[config.mk]
export PLATFORM = sky130hd
export DESIGN_NAME = arp_tx_flat
export DESIGN_NICKNAME = d
export VERILOG_FILES = /design/src/rtl/arp_pkg.sv /design/src/rtl/arp_tx_if.sv /design/src/rtl/arp_tx.sv /design/src/flat_wrapper.sv
export SDC_FILE = /design/constraint.sdc
export NUM_CORES = 1
export LEC_CHECK = 0
export BUFFER_PORTS_ARGS = -buffer_cell sky130_fd_sc_hd__buf_4
export CELL_PAD_IN_SITES_DETAIL_PLACEMENT = 1
export CELL_PAD_IN_SITES_GLOBAL_PLACEMENT = 2
export CORE_AREA = 2 2 196 198
export DETAILED_ROUTE_END_ITERATION = 6
export DIE_AREA = 0 0 198 200
export HOLD_SLACK_MARGIN = 0.06
export MAX_ROUTING_LAYER = met4
export PLACE_DENSITY_LB_ADDON = 0.1
export SYNTH_ARGS = -nofsm -noshare
export SYNTH_HDL_FRONTEND = slang
export SYNTH_SLANG_ARGS = --single-unit
export TNS_END_PERCENT = 1
[constraint.sdc]
create_clock -name clk -period 2.7 [get_ports clk]
set_input_delay 0 -clock clk [delete_from_list [all_inputs] [get_ports clk]]
set_output_delay 0 -clock clk [all_outputs]
set_load 0.1 [all_outputs]
[src/rtl/arp_pkg.sv]
// Shared ARP definitions for the transmit serializer and the field parser.
// Holds protocol constants, the FSM state type, the word-index type, the
// latched field bundle and the word-packing function both sides agree on.
package arp_pkg;

  localparam int unsigned ARP_WORDS = 7;

  localparam logic [15:0] ARP_HTYPE_ETH  = 16'h0001;
  localparam logic [15:0] ARP_PTYPE_IPV4 = 16'h0800;
  localparam logic [15:0] ARP_OP_REQ     = 16'h0001;
  localparam logic [15:0] ARP_OP_REPLY   = 16'h0002;

  typedef enum logic [1:0] {
    StIdle = 2'd0,
    StSend = 2'd1,
    StGap  = 2'd2
  } arp_state_e;

  typedef logic [2:0] arp_idx_t;

  localparam arp_idx_t ARP_LAST_IDX = arp_idx_t'(ARP_WORDS - 1);

  typedef struct packed {
    logic [15:0] hdr_type;
    logic [15:0] proto_type;
    logic [7:0]  hdw_length;
    logic [7:0]  pro_length;
    logic [15:0] operation;
    logic [47:0] send_hdr_addr;
    logic [31:0] send_ip_addr;
    logic [47:0] target_hdr_addr;
    logic [31:0] target_ip_addr;
  } arp_fields_t;

  // Word idx of the packet; index 7 is never a real word and yields zero.
  function automatic logic [31:0] arp_pack_word(arp_idx_t idx, arp_fields_t f);
    logic [31:0] w;
    case (idx)
      3'd0:    w = {f.hdr_type, f.proto_type};
      3'd1:    w = {f.hdw_length, f.pro_length, f.operation};
      3'd2:    w = f.send_hdr_addr[47:16];
      3'd3:    w = {f.send_hdr_addr[15:0], f.send_ip_addr[31:16]};
      3'd4:    w = {f.send_ip_addr[15:0], f.target_hdr_addr[47:32]};
      3'd5:    w = f.target_hdr_addr[31:0];
      3'd6:    w = f.target_ip_addr;
      default: w = 32'h0;
    endcase
    return w;
  endfunction

endpackage

[src/rtl/arp_tx_if.sv]
// 32-bit valid/ready word stream carrying ARP packets.
//   tx_data  : output word
//   tx_valid : tx_data is valid
//   tx_last  : marks the final word of a packet
//   tx_ready : sink accepts the word when tx_valid and tx_ready are high at an edge
interface arp_tx_if;

  logic [31:0] tx_data;
  logic        tx_valid;
  logic        tx_last;
  logic        tx_ready;

  modport master (
    output tx_data,
    output tx_valid,
    output tx_last,
    input  tx_ready
  );

  modport slave (
    input  tx_data,
    input  tx_valid,
    input  tx_last,
    output tx_ready
  );

endinterface

[src/rtl/arp_tx.sv]
// ARP packet serializer. On an accepted start the header fields are latched
// and sent as seven 32-bit words, word 0 first, over the tx stream, followed
// by an idle gap of IFG_CYCLES cycles before the next start is accepted.
//   clk, rst         : clock, synchronous active-high reset
//   start            : send request, honoured only while tx_idle is high
//   hdr_type .. target_ip_addr : ARP header fields, sampled with start
//   tx_idle          : a start this cycle will be accepted
//   tx_done          : one-cycle pulse after the last word is accepted
//   tx               : word stream (master side)
module arp_tx
  import arp_pkg::*;
#(
  parameter int unsigned IFG_CYCLES = 2
) (
  input  logic         clk,
  input  logic         rst,
  input  logic         start,
  input  logic [15:0]  hdr_type,
  input  logic [15:0]  proto_type,
  input  logic [7:0]   hdw_length,
  input  logic [7:0]   pro_length,
  input  logic [15:0]  operation,
  input  logic [47:0]  send_hdr_addr,
  input  logic [31:0]  send_ip_addr,
  input  logic [47:0]  target_hdr_addr,
  input  logic [31:0]  target_ip_addr,
  output logic         tx_idle,
  output logic         tx_done,
  arp_tx_if.master     tx
);

  localparam logic [7:0] GapLast = 8'((IFG_CYCLES > 0) ? IFG_CYCLES - 1 : 0);

  arp_state_e  state_q, state_d;
  arp_idx_t    idx_q, idx_d;
  logic [7:0]  gap_q, gap_d;
  arp_fields_t fields_q, fields_d;
  logic [31:0] data_q, data_d;
  logic        valid_q, valid_d;
  logic        last_q, last_d;
  logic        done_q, done_d;
  logic        idle_q, idle_d;

  arp_fields_t in_fields;
  arp_idx_t    idx_next;

  assign in_fields = '{
    hdr_type:        hdr_type,
    proto_type:      proto_type,
    hdw_length:      hdw_length,
    pro_length:      pro_length,
    operation:       operation,
    send_hdr_addr:   send_hdr_addr,
    send_ip_addr:    send_ip_addr,
    target_hdr_addr: target_hdr_addr,
    target_ip_addr:  target_ip_addr
  };

  assign idx_next = idx_q + 3'd1;

  always_comb begin
    state_d  = state_q;
    idx_d    = idx_q;
    gap_d    = gap_q;
    fields_d = fields_q;
    data_d   = data_q;
    valid_d  = valid_q;
    last_d   = last_q;
    idle_d   = idle_q;
    done_d   = 1'b0;

    case (state_q)
      StIdle: begin
        if (start) begin
          fields_d = in_fields;
          state_d  = StSend;
          idx_d    = 3'd0;
          data_d   = arp_pack_word(3'd0, in_fields);
          valid_d  = 1'b1;
          last_d   = 1'b0;
          idle_d   = 1'b0;
        end
      end

      StSend: begin
        // Without tx_ready every output simply holds.
        if (tx.tx_ready) begin
          if (idx_q == ARP_LAST_IDX) begin
            valid_d = 1'b0;
            last_d  = 1'b0;
            done_d  = 1'b1;
            idx_d   = 3'd0;
            if (IFG_CYCLES > 0) begin
              state_d = StGap;
              gap_d   = 8'd0;
            end else begin
              state_d = StIdle;
              idle_d  = 1'b1;
            end
          end else begin
            idx_d  = idx_next;
            data_d = arp_pack_word(idx_next, fields_q);
            last_d = (idx_next == ARP_LAST_IDX);
          end
        end
      end

      StGap: begin
        if (gap_q == GapLast) begin
          state_d = StIdle;
          gap_d   = 8'd0;
          idle_d  = 1'b1;
        end else begin
          gap_d = gap_q + 8'd1;
        end
      end

      default: begin
        state_d = StIdle;
        idle_d  = 1'b1;
        valid_d = 1'b0;
        last_d  = 1'b0;
      end
    endcase
  end

  always_ff @(posedge clk) begin
    if (rst) begin
      state_q  <= StIdle;
      idx_q    <= 3'd0;
      gap_q    <= 8'd0;
      fields_q <= '0;
      data_q   <= 32'h0;
      valid_q  <= 1'b0;
      last_q   <= 1'b0;
      done_q   <= 1'b0;
      idle_q   <= 1'b1;
    end else begin
      state_q  <= state_d;
      idx_q    <= idx_d;
      gap_q    <= gap_d;
      fields_q <= fields_d;
      data_q   <= data_d;
      valid_q  <= valid_d;
      last_q   <= last_d;
      done_q   <= done_d;
      idle_q   <= idle_d;
    end
  end

  assign tx.tx_data  = data_q;
  assign tx.tx_valid = valid_q;
  assign tx.tx_last  = last_q;
  assign tx_done     = done_q;
  assign tx_idle     = idle_q;

endmodule

[src/flat_wrapper.sv]
// flat-port wrapper written by rule: the top's interface ports become plain ports
module arp_tx_flat import arp_pkg::*;
#(
  parameter int unsigned IFG_CYCLES = 2
)
  (clk, rst, start, hdr_type, proto_type, hdw_length, pro_length, operation, send_hdr_addr, send_ip_addr, target_hdr_addr, target_ip_addr, tx_idle, tx_done, tx_tx_data, tx_tx_valid, tx_tx_last, tx_tx_ready);
  arp_tx_if tx_i ();
  input  logic clk;
  input  logic rst;
  input  logic start;
  input  logic [15:0] hdr_type;
  input  logic [15:0] proto_type;
  input  logic [7:0] hdw_length;
  input  logic [7:0] pro_length;
  input  logic [15:0] operation;
  input  logic [47:0] send_hdr_addr;
  input  logic [31:0] send_ip_addr;
  input  logic [47:0] target_hdr_addr;
  input  logic [31:0] target_ip_addr;
  output logic tx_idle;
  output logic tx_done;
  output wire logic [$bits(tx_i.tx_data)-1:0] tx_tx_data;
  output wire logic [$bits(tx_i.tx_valid)-1:0] tx_tx_valid;
  output wire logic [$bits(tx_i.tx_last)-1:0] tx_tx_last;
  input wire logic [$bits(tx_i.tx_ready)-1:0] tx_tx_ready;
  assign tx_tx_data = tx_i.tx_data;
  assign tx_tx_valid = tx_i.tx_valid;
  assign tx_tx_last = tx_i.tx_last;
  assign tx_i.tx_ready = tx_tx_ready;
  arp_tx #(.IFG_CYCLES(IFG_CYCLES)) u_core (.clk(clk), .rst(rst), .start(start), .hdr_type(hdr_type), .proto_type(proto_type), .hdw_length(hdw_length), .pro_length(pro_length), .operation(operation), .send_hdr_addr(send_hdr_addr), .send_ip_addr(send_ip_addr), .target_hdr_addr(target_hdr_addr), .target_ip_addr(target_ip_addr), .tx_idle(tx_idle), .tx_done(tx_done), .tx(tx_i));
endmodule
* Yosys cells after proc, flatten, opt, wreduce, memory -nomap -nowiden *
Cells that the tools add are included.
Widths: inputs -> output; s select.

cells by class
  mux-type cells = 29
  bitwise gates (word level) = 3
  reduce and logical (&&, ||, !) cells = 13
  equality and inequality tests = 15
  add/sub/neg operators = 2

operators by type and width
  operator             count
  $pmux 32 s7          1
  $mux 32              3
  $pmux 32 s2          1
  $mux 8               3
  $pmux 8 s2           1
  $eq 3x3->1 const B   4
  $reduce_and 3->1     4
  $reduce_and 4->1     3
  $mux 3               3
  $pmux 1 s3           3
  $add 8x1->8 const B  1
  $eq 8x1->1 const B   1
  $mux 1               8
  $mux 2               4
  $eq 3x2->1 const B   2
  $ne 2x2->1 const B   3
  $pmux 2 s3           1
  $pmux 3 s2           1
  $ne 2x1->1 const B   2
  $reduce_bool 2->1    2
  $add 3x1->3 const B  1
  $eq 3x1->1 const B   1
  $logic_not 3->1      1
  $not 1->1            3
  other kinds (5)      5

word-level totals
  logic and storage cells = 79
  input bits = 228
  register bits = 273
  output and inout port bits = 36

* Longest topological paths before layout *
  word-level depth = 6
  gate-level depth with buffers = 9
  mapped depth without buffers = 6

* Worst setup path before layout *
Ideal clock, no wire load.

  kind = register to register
  start = reg u_core.idx_q[0]
  end = reg u_core.data_q[4], in the netlist u_core.tx.tx_data[4]
  setup slack = 0.678 ns
  data arrival time = 1.901 ns
  stages on the path, launching flop included = 10
  data required time = 2.578 ns
  library setup time = 0.122 ns
  clock period less this slack = 2.022 ns
  buffers on the path = 5
  path through = dfxtp_1 -> buf_4 -> and3b_1 -> buf_6 -> a221o_1 -> buf_6 -> and2_4 -> buf_6 -> buf_6 -> a221o_1

between the ends
  longest elaborated chain between the ends = 6
  elaborated cells between the ends (all ways) = 15
  classes of those cells = 1 x add/sub; 8 x eq/ne; 4 x mux; 2 x reduce/logical

ends and longest elaborated chain
  item                                      RTL line       RTL
  from (decl)                               arp_tx.sv:35   arp_idx_t idx_q, idx_d;
  from (signal assigned)                    arp_tx.sv:140  idx_q <= idx_d;
  $add 3x1->3                               arp_tx.sv:59   assign idx_next = idx_q + 3'd1;
  $eq 3x3->1, or another cell as far along  arp_pkg.sv:38  case (idx)
  $pmux 32 s7                               arp_pkg.sv:38
  $mux 32                                   arp_tx.sv:88   if (idx_q == ARP_LAST_IDX) begin
  $mux 32                                   arp_tx.sv:87   if (tx.tx_ready) begin
  $pmux 32 s2                               arp_tx.sv:72   case (state_q)
  to (signal assigned)                      arp_tx.sv:143  data_q <= data_d;
  to (decl)                                 arp_tx.sv:38   logic [31:0] data_q, data_d;

Parallel ways exist; a longest one is shown, timed or not. The select of a mux whose other input is x is not followed.
A chain may end at the register's enable or synchronous reset.

* Worst setup path after layout *
  start = reg u_core.state_q[0]
  end = reg u_core.fields_q[92] in the netlist's numbering

between the ends
  longest elaborated chain between the ends = 2

ends and longest elaborated chain
  item                               RTL line       RTL
  from (decl)                        arp_tx.sv:34   arp_state_e state_q, state_d;
  from (signal assigned)             arp_tx.sv:129  state_q <= StIdle;
  from (signal assigned)             arp_tx.sv:139  state_q <= state_d;
  $logic_not 2->1                    arp_tx.sv:72
  $reduce_and 2->1 (no source line)  -
  to (signal assigned)               arp_tx.sv:142  fields_q <= fields_d;
  to (decl)                          arp_tx.sv:37   arp_fields_t fields_q, fields_d;

Every way passes these cells.

==> flow_metrics.tcl <==
set metrics [dict create \
    outcome "finished, final reports clean" \
    fin_setup_tns_ps 0 \
    root_buffer "clkbuf_16" \
    grt_pass1_wl_um 70010 \
    worstMarginPinSlew_ps 837.5 \
    syn_inst 1413 \
    htree_levels 2 \
    row_count 71 \
    utilization_pct 46.73 \
    arrival_ps 2820 \
    drtIter0Drc 469 \
    finalCritPeriodShare_pct 87.65 \
    synth-seq-cells 273 \
    min_period_ps 2366 \
    dpl.hpwl_um 30550 \
    synth_edf_count 0 \
    nNetsFinal 2083 \
    maxCapViolations 0 \
    skew_ps 17.28 \
    worstReg2RegStart "u_core.state_q[0]$_SDFFE_PP0P_" \
    insertion_delay_ps 510 \
    antenna_found_initial 2 \
    powerDensity_nw_per_um2 616.9 \
    avgSynthCellArea_um2 8.133 \
    ir_drop_mv 0.3422 \
    critPathTopFamily "buffers and inverters" \
    yosys_warnings 0 \
    grt_pass1_vias 12110 \
    routed_wl_um 46720 \
    timing.hold.ws_ps 286.2 \
    synth_ff_type "dfxtp_1" \
    core_um2 37400 \
    ant_nets 0 \
    setup_viol 0 \
    multi_input_area_um2 5487 \
    seq_area_um2 5477 \
    die_w_um 198 \
    viasPerCell 4.909 \
    ctsResizeCount 0 \
    clkSinkCount 273 \
    layout_setup_ws_ps 333.5 \
    synth_area_um2 11490 \
    slew_violations 0 \
    hold_start "hdr_type[3]" \
    crit_top_cell "buf_12" \
    nFillCells 4386 \
    cp-start-kind "flop" \
    yosysSeqAreaShare_pct 47.56 \
    ctsHoldBuffers 241 \
    wire_per_inst_um 19.56 \
    synth_async_sr_flop_share_pct 0 \
    rsz0062_at_grt "false" \
    start_util_pct 30.73 \
    post_cts_buffers 0 \
    dp_worst_setup_slack_ps 483.4 \
    first_pass_iters 4 \
    crit_chain "nand2b_1, nor2_4, buf_12, buf_12, nand2_1, a21oi_1, dlygate4sd3_1" \
    syn2layout_area_growth_pct 52.08 \
    grt_max_degree 124 \
    path_clk_slew_ps 60 \
    cp_max_fo 56 \
    clockBufferDepth 3 \
    p_leak_nw 6.974 \
    portBuffers 263 \
    cts_tree "built" \
    drc 0 \
    finalHoldViolCount 0 \
    slew_headroom_pct 44.16 \
    yosysUniqueCellTypes 53 \
    grtUsageTotal_pct 23.89 \
    cts_buffers 34 \
    rr_endpoint "u_core.fields_q[92]$_SDFFE_PP0P_" \
    syn_nets 1643 \
    hold_path_class "input pin to flop" \
    grt-ovfl-total 0 \
    place.gp.congestion 0.7952 \
    criticalPathCategory "flop to flop" \
    crit_slowest_cell "dlygate4sd3_1" \
    cp_slowest_stage_delay_ps 580 \
    holdPathEnd "u_core.tx.tx_data[19]$_SDFFE_PP0P_" \
    endpoint_kind "flop" \
    worst-path-buf-inv 3 \
    drive_above_1_share_pct 20.68 \
    num_io_pins 264 \
    hold_depth 3 \
    cp_data_required_time_ps 3150 \
    dieHeight_um 200 \
    reg2reg_depth 7 \
    fmax_mhz 422.6 \
    die-area_um2 39600 \
    reg2reg_slack_ps 330 \
    routed-via-count 11730 \
]
-- where the power goes --
| part | internal (mW) | switching [mW] | total (mW) |
|---|---|---|---|
| clock | 2.83 | 1.74 | 4.57 |
| combinational | 0.774 | 0.996 | 1.77 |
| sequential | 4.28 | 0.168 | 4.45 |
| total | 7.88 | 2.90 | 10.8 |
-- layer usage --
metal  up-vias  share of wire (%)  track usage (%)
li1       5747                  -                -
met1      5670                 46            30.36
met2       248                 48            39.78
met3        62                3.4            3.058
met4         0                2.6            7.296
met5         -                  0                -
-- how the worst max path moves through the flow --
stage	cells past startpoint	start	to	slack, ps
after floorplan	9	u_core.idx_q[0]$_SDFFE_PP0P_	u_core.tx.tx_data[4]$_SDFFE_PP0P_	680
after global placement	4	u_core.idx_q[0]$_SDFFE_PP0P_	u_core.tx.tx_data[12]$_SDFFE_PP0P_	530
after detailed placement	4	u_core.idx_q[0]$_SDFFE_PP0P_	u_core.tx.tx_data[10]$_SDFFE_PP0P_	480
after CTS	7	u_core.state_q[0]$_SDFFE_PP0P_	u_core.fields_q[59]$_SDFFE_PP0P_	400
after global routing	7	u_core.state_q[0]$_SDFFE_PP0P_	u_core.fields_q[92]$_SDFFE_PP0P_	210
final	7	u_core.state_q[0]$_SDFFE_PP0P_	u_core.fields_q[92]$_SDFFE_PP0P_	330
-- registers in the layout (all words and copies together), names as in the netlist --
register and count:
u_core.tx_idle 1, u_core.gap_q 8, u_core.tx_done 1, u_core.tx.tx_data 32
u_core.tx.tx_valid 1, u_core.idx_q 3, u_core.tx.tx_last 1, u_core.fields_q 224
u_core.state_q 2
-- layout make-up --
cell class	count	area share (%)
tap	511	3.658
timing repair buffer	531	26.87
sequential	273	31.33
multi-input combinational	1002	31.39
antenna	2	0.02863
clock inverter	7	0.3436
clock buffer	52	6.142
inverter	11	0.2362
-- cell usage in the layout, fill, tap and decap left out, types with 11 or more instances in the layout --
master,Yosys,final
nand2_1,461,461
buf_4,1,281
dfxtp_1,273,270
a21oi_1,243,243
dlygate4sd3_1,0,241
clkbuf_16,0,38
a221o_1,26,26
mux2i_1,22,22
mux2_2,22,22
nor2_1,22,18
o21ai_0,18,18
a22oi_1,14,14
nor3_1,13,13
a31oi_1,13,13
mux4_2,13,13
a221oi_1,13,13
o211ai_1,12,12
a32oi_1,12,12
nand3_1,11,11
inv_1,11,11
-- cells by family (layout without fill, tap and decap cells) --
group,after synthesis,after routing,share of synthesized area [%]
simple gates,563,563,20.54
buf+inv,138,601,4.943
xor+xnor,2,2,0.1525
mux,57,57,6.619
flops,273,273,47.56
fa+ha+maj,2,2,0.2177
compound gates,378,378,19.97
other cells,0,2,0
-- stage by stage --
stage               std cells  area [um^2]  total power [mW]
detailed placement       2087        13930             6.025
global route             2389        17480             11.25
finish                   2389        17480             10.78
global placement         2087        13930             6.009
floorplan                1413        11490             5.362
CTS                      2387        17470             10.91
-- tightest hold or removal path, cell delays in order --
cell and delay [ps]:
dlygate4sd3_1 530, buf_4 110, a221o_1 120
-- synth_stat cells (6+ instances only) --
library cell  number  share of area [%]
a221o_1           26                2.3
nand3b_1           8               0.52
nand4_1            8               0.44
a221oi_1          13               0.99
nor2_1            22               0.72
nor3_1            13               0.57
mux4_2            13                2.5
o211ai_1          12               0.78
a22o_1             6               0.46
buf_1              7               0.23
dfxtp_1          273                 48
a32oi_1           12               0.91
nand3_1           11               0.48
nor4bb_1           6               0.52
clkbuf_1         107                3.5
a21oi_1          243                 11
nand2_1          461                 15
a31oi_1           13               0.71
o21ai_0           18               0.78
mux2i_1           22                1.9
buf_2              7               0.30
mux2_2            22                2.2
a22oi_1           14               0.91
inv_1             11               0.36
Note: power is estimated with default switching activity, not from simulation.
